File: config.mk
export PLATFORM = sky130hd
export DESIGN_NAME = seq_match_logger
export DESIGN_NICKNAME = d
export VERILOG_FILES = /design/src/rtl/seq_det_pkg.sv /design/src/rtl/ts_fifo.sv /design/src/rtl/seq_match_logger.sv
export SDC_FILE = /design/constraint.sdc
export NUM_CORES = 1
export LEC_CHECK = 0
export BUFFER_PORTS_ARGS = -buffer_cell sky130_fd_sc_hd__buf_2
export CORE_MARGIN = 2
export CORE_UTILIZATION = 40
export CTS_CLUSTER_DIAMETER = 150
export DETAILED_ROUTE_END_ITERATION = 6
export SLEW_MARGIN = 20
export SYNTH_ARGS = -nofsm -noshare
export SYNTH_HDL_FRONTEND = slang
export SYNTH_SLANG_ARGS = --single-unit
File: constraint.sdc
create_clock -name clk -period 3.4 [get_ports clk]
set_input_delay 0.68 -clock clk [delete_from_list [all_inputs] [get_ports clk]]
set_output_delay 0.68 -clock clk [all_outputs]
set_load 0.02 [all_outputs]
File: src/rtl/seq_det_pkg.sv
// Shared defaults for the match logger slice: timestamp width, counter width
// and event FIFO depth. Blocks take these as parameter defaults so a single
// edit here retunes every instance that does not override them.
package seq_det_pkg;

   localparam int DEF_TS_W  = 16;
   localparam int DEF_CNT_W = 16;
   localparam int DEF_DEPTH = 8;
   localparam int PTR_W     = $clog2(DEF_DEPTH);

endpackage

File: src/rtl/ts_fifo.sv
// Show-ahead FIFO for event timestamps; head is valid whenever the FIFO is non-empty.
// Latency: push visible at head one cycle later; pop takes effect on the clock edge.
// Backpressure: push at full is refused unless a pop happens in the same cycle.
module ts_fifo
   import seq_det_pkg::*;
#(
   parameter int W     = DEF_TS_W,
   parameter int DEPTH = DEF_DEPTH
) (
   input  logic                   clk,
   input  logic                   rst_n,
   input  logic                   clr,
   input  logic                   push,
   input  logic [W-1:0]           din,
   input  logic                   pop,
   output logic [W-1:0]           head,
   output logic                   valid,
   output logic                   full,
   output logic [$clog2(DEPTH):0] level
);

   localparam int AW = $clog2(DEPTH);
   localparam logic [AW:0] LVL_FULL = DEPTH[AW:0];

   logic [W-1:0]  mem [DEPTH];
   logic [AW-1:0] wr_ptr;
   logic [AW-1:0] rd_ptr;
   logic          do_push;
   logic          do_pop;

   assign valid   = (level != '0);
   assign full    = (level == LVL_FULL);
   // A pop frees the slot the simultaneous push needs, so full+pop+push is legal.
   assign do_pop  = pop & valid;
   assign do_push = push & (~full | do_pop);
   // Head reads as zero when empty so stale storage never leaks out.
   assign head    = valid ? mem[rd_ptr] : '0;

   // Storage array: written on accepted pushes only, no reset needed.
   always_ff @(posedge clk) begin
      if (do_push) mem[wr_ptr] <= din;
   end

   // Pointers wrap naturally (power-of-two depth); level tracked separately.
   always_ff @(posedge clk or negedge rst_n) begin
      if (!rst_n) begin
         wr_ptr <= '0;
         rd_ptr <= '0;
         level  <= '0;
      end else if (clr) begin
         wr_ptr <= '0;
         rd_ptr <= '0;
         level  <= '0;
      end else begin
         if (do_push) wr_ptr <= wr_ptr + 1'b1;
         if (do_pop)  rd_ptr <= rd_ptr + 1'b1;
         case ({do_push, do_pop})
            2'b10:   level <= level + 1'b1;
            2'b01:   level <= level - 1'b1;
            default: level <= level;
         endcase
      end
   end

endmodule

File: src/rtl/seq_match_logger.sv
// Counts rising edges of the detector match level and queues a timestamp per event.
// Latency: event timestamp visible on m_ts one cycle after the rise (if FIFO was empty).
// Backpressure: m_ready stalls the head; events arriving at a full FIFO are dropped and counted.
module seq_match_logger
   import seq_det_pkg::*;
#(
   parameter int TS_W  = DEF_TS_W,
   parameter int CNT_W = DEF_CNT_W,
   parameter int DEPTH = DEF_DEPTH
) (
   input  logic                   clk,
   input  logic                   rst_n,
   input  logic                   clr,
   input  logic                   en,
   input  logic                   det_in,
   output logic                   m_valid,
   input  logic                   m_ready,
   output logic [TS_W-1:0]        m_ts,
   output logic [CNT_W-1:0]       match_cnt,
   output logic [CNT_W-1:0]       drop_cnt,
   output logic                   overflow,
   output logic [$clog2(DEPTH):0] fifo_level
);

   logic [TS_W-1:0] ts;
   logic            det_q;
   logic            rise;
   logic            evt;
   logic            pop;
   logic            fifo_full;
   logic            drop;

   // det_q follows det_in even while disabled, so a level held across en 0->1 is not an event.
   assign rise = det_in & ~det_q;
   assign evt  = rise & en & ~clr;
   assign pop  = m_valid & m_ready & ~clr;
   // A pop in the same cycle makes room, so only full-without-pop loses the entry.
   assign drop = evt & fifo_full & ~pop;

   ts_fifo #(
      .W     (TS_W),
      .DEPTH (DEPTH)
   ) u_fifo (
      .clk   (clk),
      .rst_n (rst_n),
      .clr   (clr),
      .push  (evt),
      .din   (ts),
      .pop   (pop),
      .head  (m_ts),
      .valid (m_valid),
      .full  (fifo_full),
      .level (fifo_level)
   );

   // Free-running timestamp, independent of en; restarts from zero on clr.
   always_ff @(posedge clk or negedge rst_n) begin
      if (!rst_n)   ts <= '0;
      else if (clr) ts <= '0;
      else          ts <= ts + 1'b1;
   end

   // Previous detector level for edge detection, tracked through clr as well.
   always_ff @(posedge clk or negedge rst_n) begin
      if (!rst_n) det_q <= 1'b0;
      else        det_q <= det_in;
   end

   // Saturating match/drop counters and the sticky overflow flag.
   always_ff @(posedge clk or negedge rst_n) begin
      if (!rst_n) begin
         match_cnt <= '0;
         drop_cnt  <= '0;
         overflow  <= 1'b0;
      end else if (clr) begin
         match_cnt <= '0;
         drop_cnt  <= '0;
         overflow  <= 1'b0;
      end else begin
         if (evt && (match_cnt != '1)) match_cnt <= match_cnt + 1'b1;
         if (drop && (drop_cnt != '1)) drop_cnt  <= drop_cnt + 1'b1;
         if (drop)                     overflow  <= 1'b1;
      end
   end

endmodule

==> impl_metrics.ini <==
[yosys]
synth-adder-area-share = 0.0108
ys_async_sr_fraction = 0.319
ys_ff_latch = 188
synth_area_sq_mm = 0.00813
synthMuxAreaShare = 0.121
postSynthAreaPerCell_sq_um = 15.1
synth_top_family_by_area = multiplexers
ys_warn_count = 0
synth_xor_area_frac = 0.0431
synthSimpleGateAreaFrac = 0.113
ys_types = 53
synth_cells = 540
yosysSeqAreaShare = 0.658
synth_compound_area_frac = 0.0382
synth_edf_count = 128
synth_ff_type = edfxtp_1
syn-num-nets = 553

[final_layout]
syn2layout_area_growth_pct = 15.0
design_area_sq_mm = 0.00935
antenna_cells = 0
final_util = 0.465
finalNetCount = 624
drive_gt1_frac = 0.256

[clock_tree]
htree_levels = 4
tritoncts = yes
insertion_delay_ns = 0.43
cts.clk_slew.worst_paths_ns = 0.07
root_buffer = clkbuf_16
cts-resized-gates = 0
post_cts.repair.setup_buffers = 0
cts_hold_buffers = 0
numCtsBuffers = 17
clk_path_buf_depth = 2
cts.sinks = 188

[timing]
grt_setup_unrepaired = no
finalMaxSlewViolations = 0
setup_slack_ns = 0.609
finClkSkew_ns = 0.00608
max_slew_margin = 0.422
worstMarginPinSlew_ns = 0.866
setup_viol = 0
fin_crit_sh = 0.821
period_minus_slack_ns = 2.79
finalSetupTns_ns = 0
hold_violations = 0
clock.fmax_mhz = 358

[setup_path]
crit_path_start_kind = flip-flop
crit_type = reg2out
cp.required_ns = 2.72
end_kind = output pin
cp.arrival_ns = 2.11
crit_start = u_fifo.rd_ptr[0]
r2r_start = u_fifo.level[1]
path_max_fanout = 32

[routing]
vias = 4681
routed_wl_microns = 15900
dr.first_iter.drc_count = 229
drc = 0
routed_via_density = 5.24
first_pass_iters = 5
ant_nets = 0
wire_per_inst_microns = 17.8

[place]
dp_slack_ns = 0.603
place_congestion = 0.832
io_buffers = 59
hpwl_microns = 9720
placed_cell_area_sq_mm = 0.00882

[floorplanning]
dieArea_sq_mm = 0.0215
start_util = 0.404
floorplan.rows = 52
die_w_microns = 147
die_y_microns = 147
num_io_pins = 60
core_area_sq_mm = 0.0201

[grt]
grt_max_degree = 41
gr-usage-all-layers = 0.155
grt_first_pass_wirelength_microns = 25500
gr-total-overflow = 0
antenna_found_initial = 0
grt_pass1_vias = 4807

[hold_path]
hold_path.class = in2async

[power]
p_leak_nw = 3.40
worst_ir_drop_vdd_mv = 0.412
p_total_mw = 5.43
power.density_mw_per_mm2 = 581

[run_status]
status = finished, final reports clean

[flow_run]
maxCapViolations = 0
[registers in the layout, indices dropped and copies added, names as in the netlist]
signal	flops
det_q	1
drop_cnt	16
match_cnt	16
overflow	1
ts	16
u_fifo.level	4
u_fifo.mem	128
u_fifo.rd_ptr	3
u_fifo.wr_ptr	3
[metal layers]
| layer | wire, microns | vias up | global-route usage |
|---|---|---|---|
| li1 | - | 2183 | - |
| met1 | 7100 | 2377 | 0.205 |
| met2 | 7860 | 108 | 0.257 |
| met3 | 795 | 13 | 0.0416 |
| met4 | 142 | 0 | 0.0398 |
| met5 | 0 | - | 0 |
[layout make-up]
type                       count  area [sq um]
clock buffer                  20           437
multi-input combinational    321          2660
clock inverter                12          91.3
timing repair buffer          76           448
fill                        1764         10800
tap                          270           338
inverter                       7          26.3
sequential                   188          5350
[cell usage in the layout, fill, tap and decap left out, types with 5 or more instances in the layout]
| cell type | count |
|---|---|
| edfxtp_1 | 128 |
| nor2_1 | 72 |
| dfrtp_1 | 59 |
| buf_2 | 59 |
| mux4_2 | 32 |
| xnor2_1 | 25 |
| nand2_1 | 24 |
| mux2i_1 | 20 |
| nand3_1 | 17 |
| clkbuf_16 | 17 |
| xor2_1 | 15 |
| a21oi_1 | 15 |
| buf_4 | 15 |
| nand4_1 | 8 |
| ha_1 | 7 |
| nor3_1 | 6 |
| o21ai_0 | 6 |
| nand2b_1 | 6 |
| inv_1 | 6 |
| a211oi_1 | 6 |
| or3_1 | 5 |
| nor2b_1 | 5 |
[through the flow]
step	hold WS (ns)	cells
after detailed placement	0.507	862
after CTS	0.369	894
after floorplan	0.384	540
after global placement	0.507	862
final	0.357	894
after global routing	0.373	894
[worst paths after layout]
kind | endpoint | slack, ns | cells past startpoint
max | m_ts[15] | 0.61 | 5
min | drop_cnt[10] | 0.36 | 1
max reg2reg | u_fifo.level[3] | 0.72 | 10
min reg2reg | overflow | 0.52 | 2
max in group asynchronous | match_cnt[0] | 2.39 | 2
min in group clk | det_q | 0.39 | 1
[synth_stat cells, drive strengths merged (4+ instances only)]
| master | n | area (sq um) |
|---|---|---|
| edfxtp | 128 | 3840 |
| nor2 | 73 | 277 |
| dfrtp | 60 | 1500 |
| mux4 | 32 | 721 |
| xnor2 | 25 | 219 |
| nand2 | 24 | 90.1 |
| mux2i | 20 | 200 |
| nand3 | 17 | 85.1 |
| a21oi | 15 | 75.1 |
| xor2 | 15 | 131 |
| buf | 12 | 62.6 |
| clkbuf | 12 | 45.0 |
| nand4 | 10 | 92.6 |
| nor3 | 10 | 72.6 |
| a2111oi | 7 | 86.3 |
| ha | 7 | 87.6 |
| inv | 7 | 26.3 |
| o21ai | 7 | 35.0 |
| a211oi | 6 | 45.0 |
| nand2b | 6 | 37.5 |
| or3 | 6 | 42.5 |
| mux2 | 5 | 60.1 |
| nor2b | 5 | 31.3 |
| a31oi | 4 | 25.0 |
| and3 | 4 | 25.0 |
[power breakdown]
part           switching, mW  internal [mW]  leakage, nW
registers             0.0687           2.47         2.01
logic                  0.612          0.500         1.14
clock network          0.843          0.943        0.251
[cell families after synthesis]
kind of cell               count (synthesis)
DFF                                      188
and+or+nand+nor                          174
muxes                                     57
AOI/OAI and AO/OA                         43
xor gates and xnor gates                  40
buffers and inverters                     31
adders and majority gates                  7
[critical path, cell delays in order (launching register included)]
cell     delay (ns)
dfrtp_2        0.41
buf_12         0.29
mux4_2         0.54
mux2i_1        0.21
nor2_1         0.07
buf_2          0.16
Power figures use the tool's default switching activity.
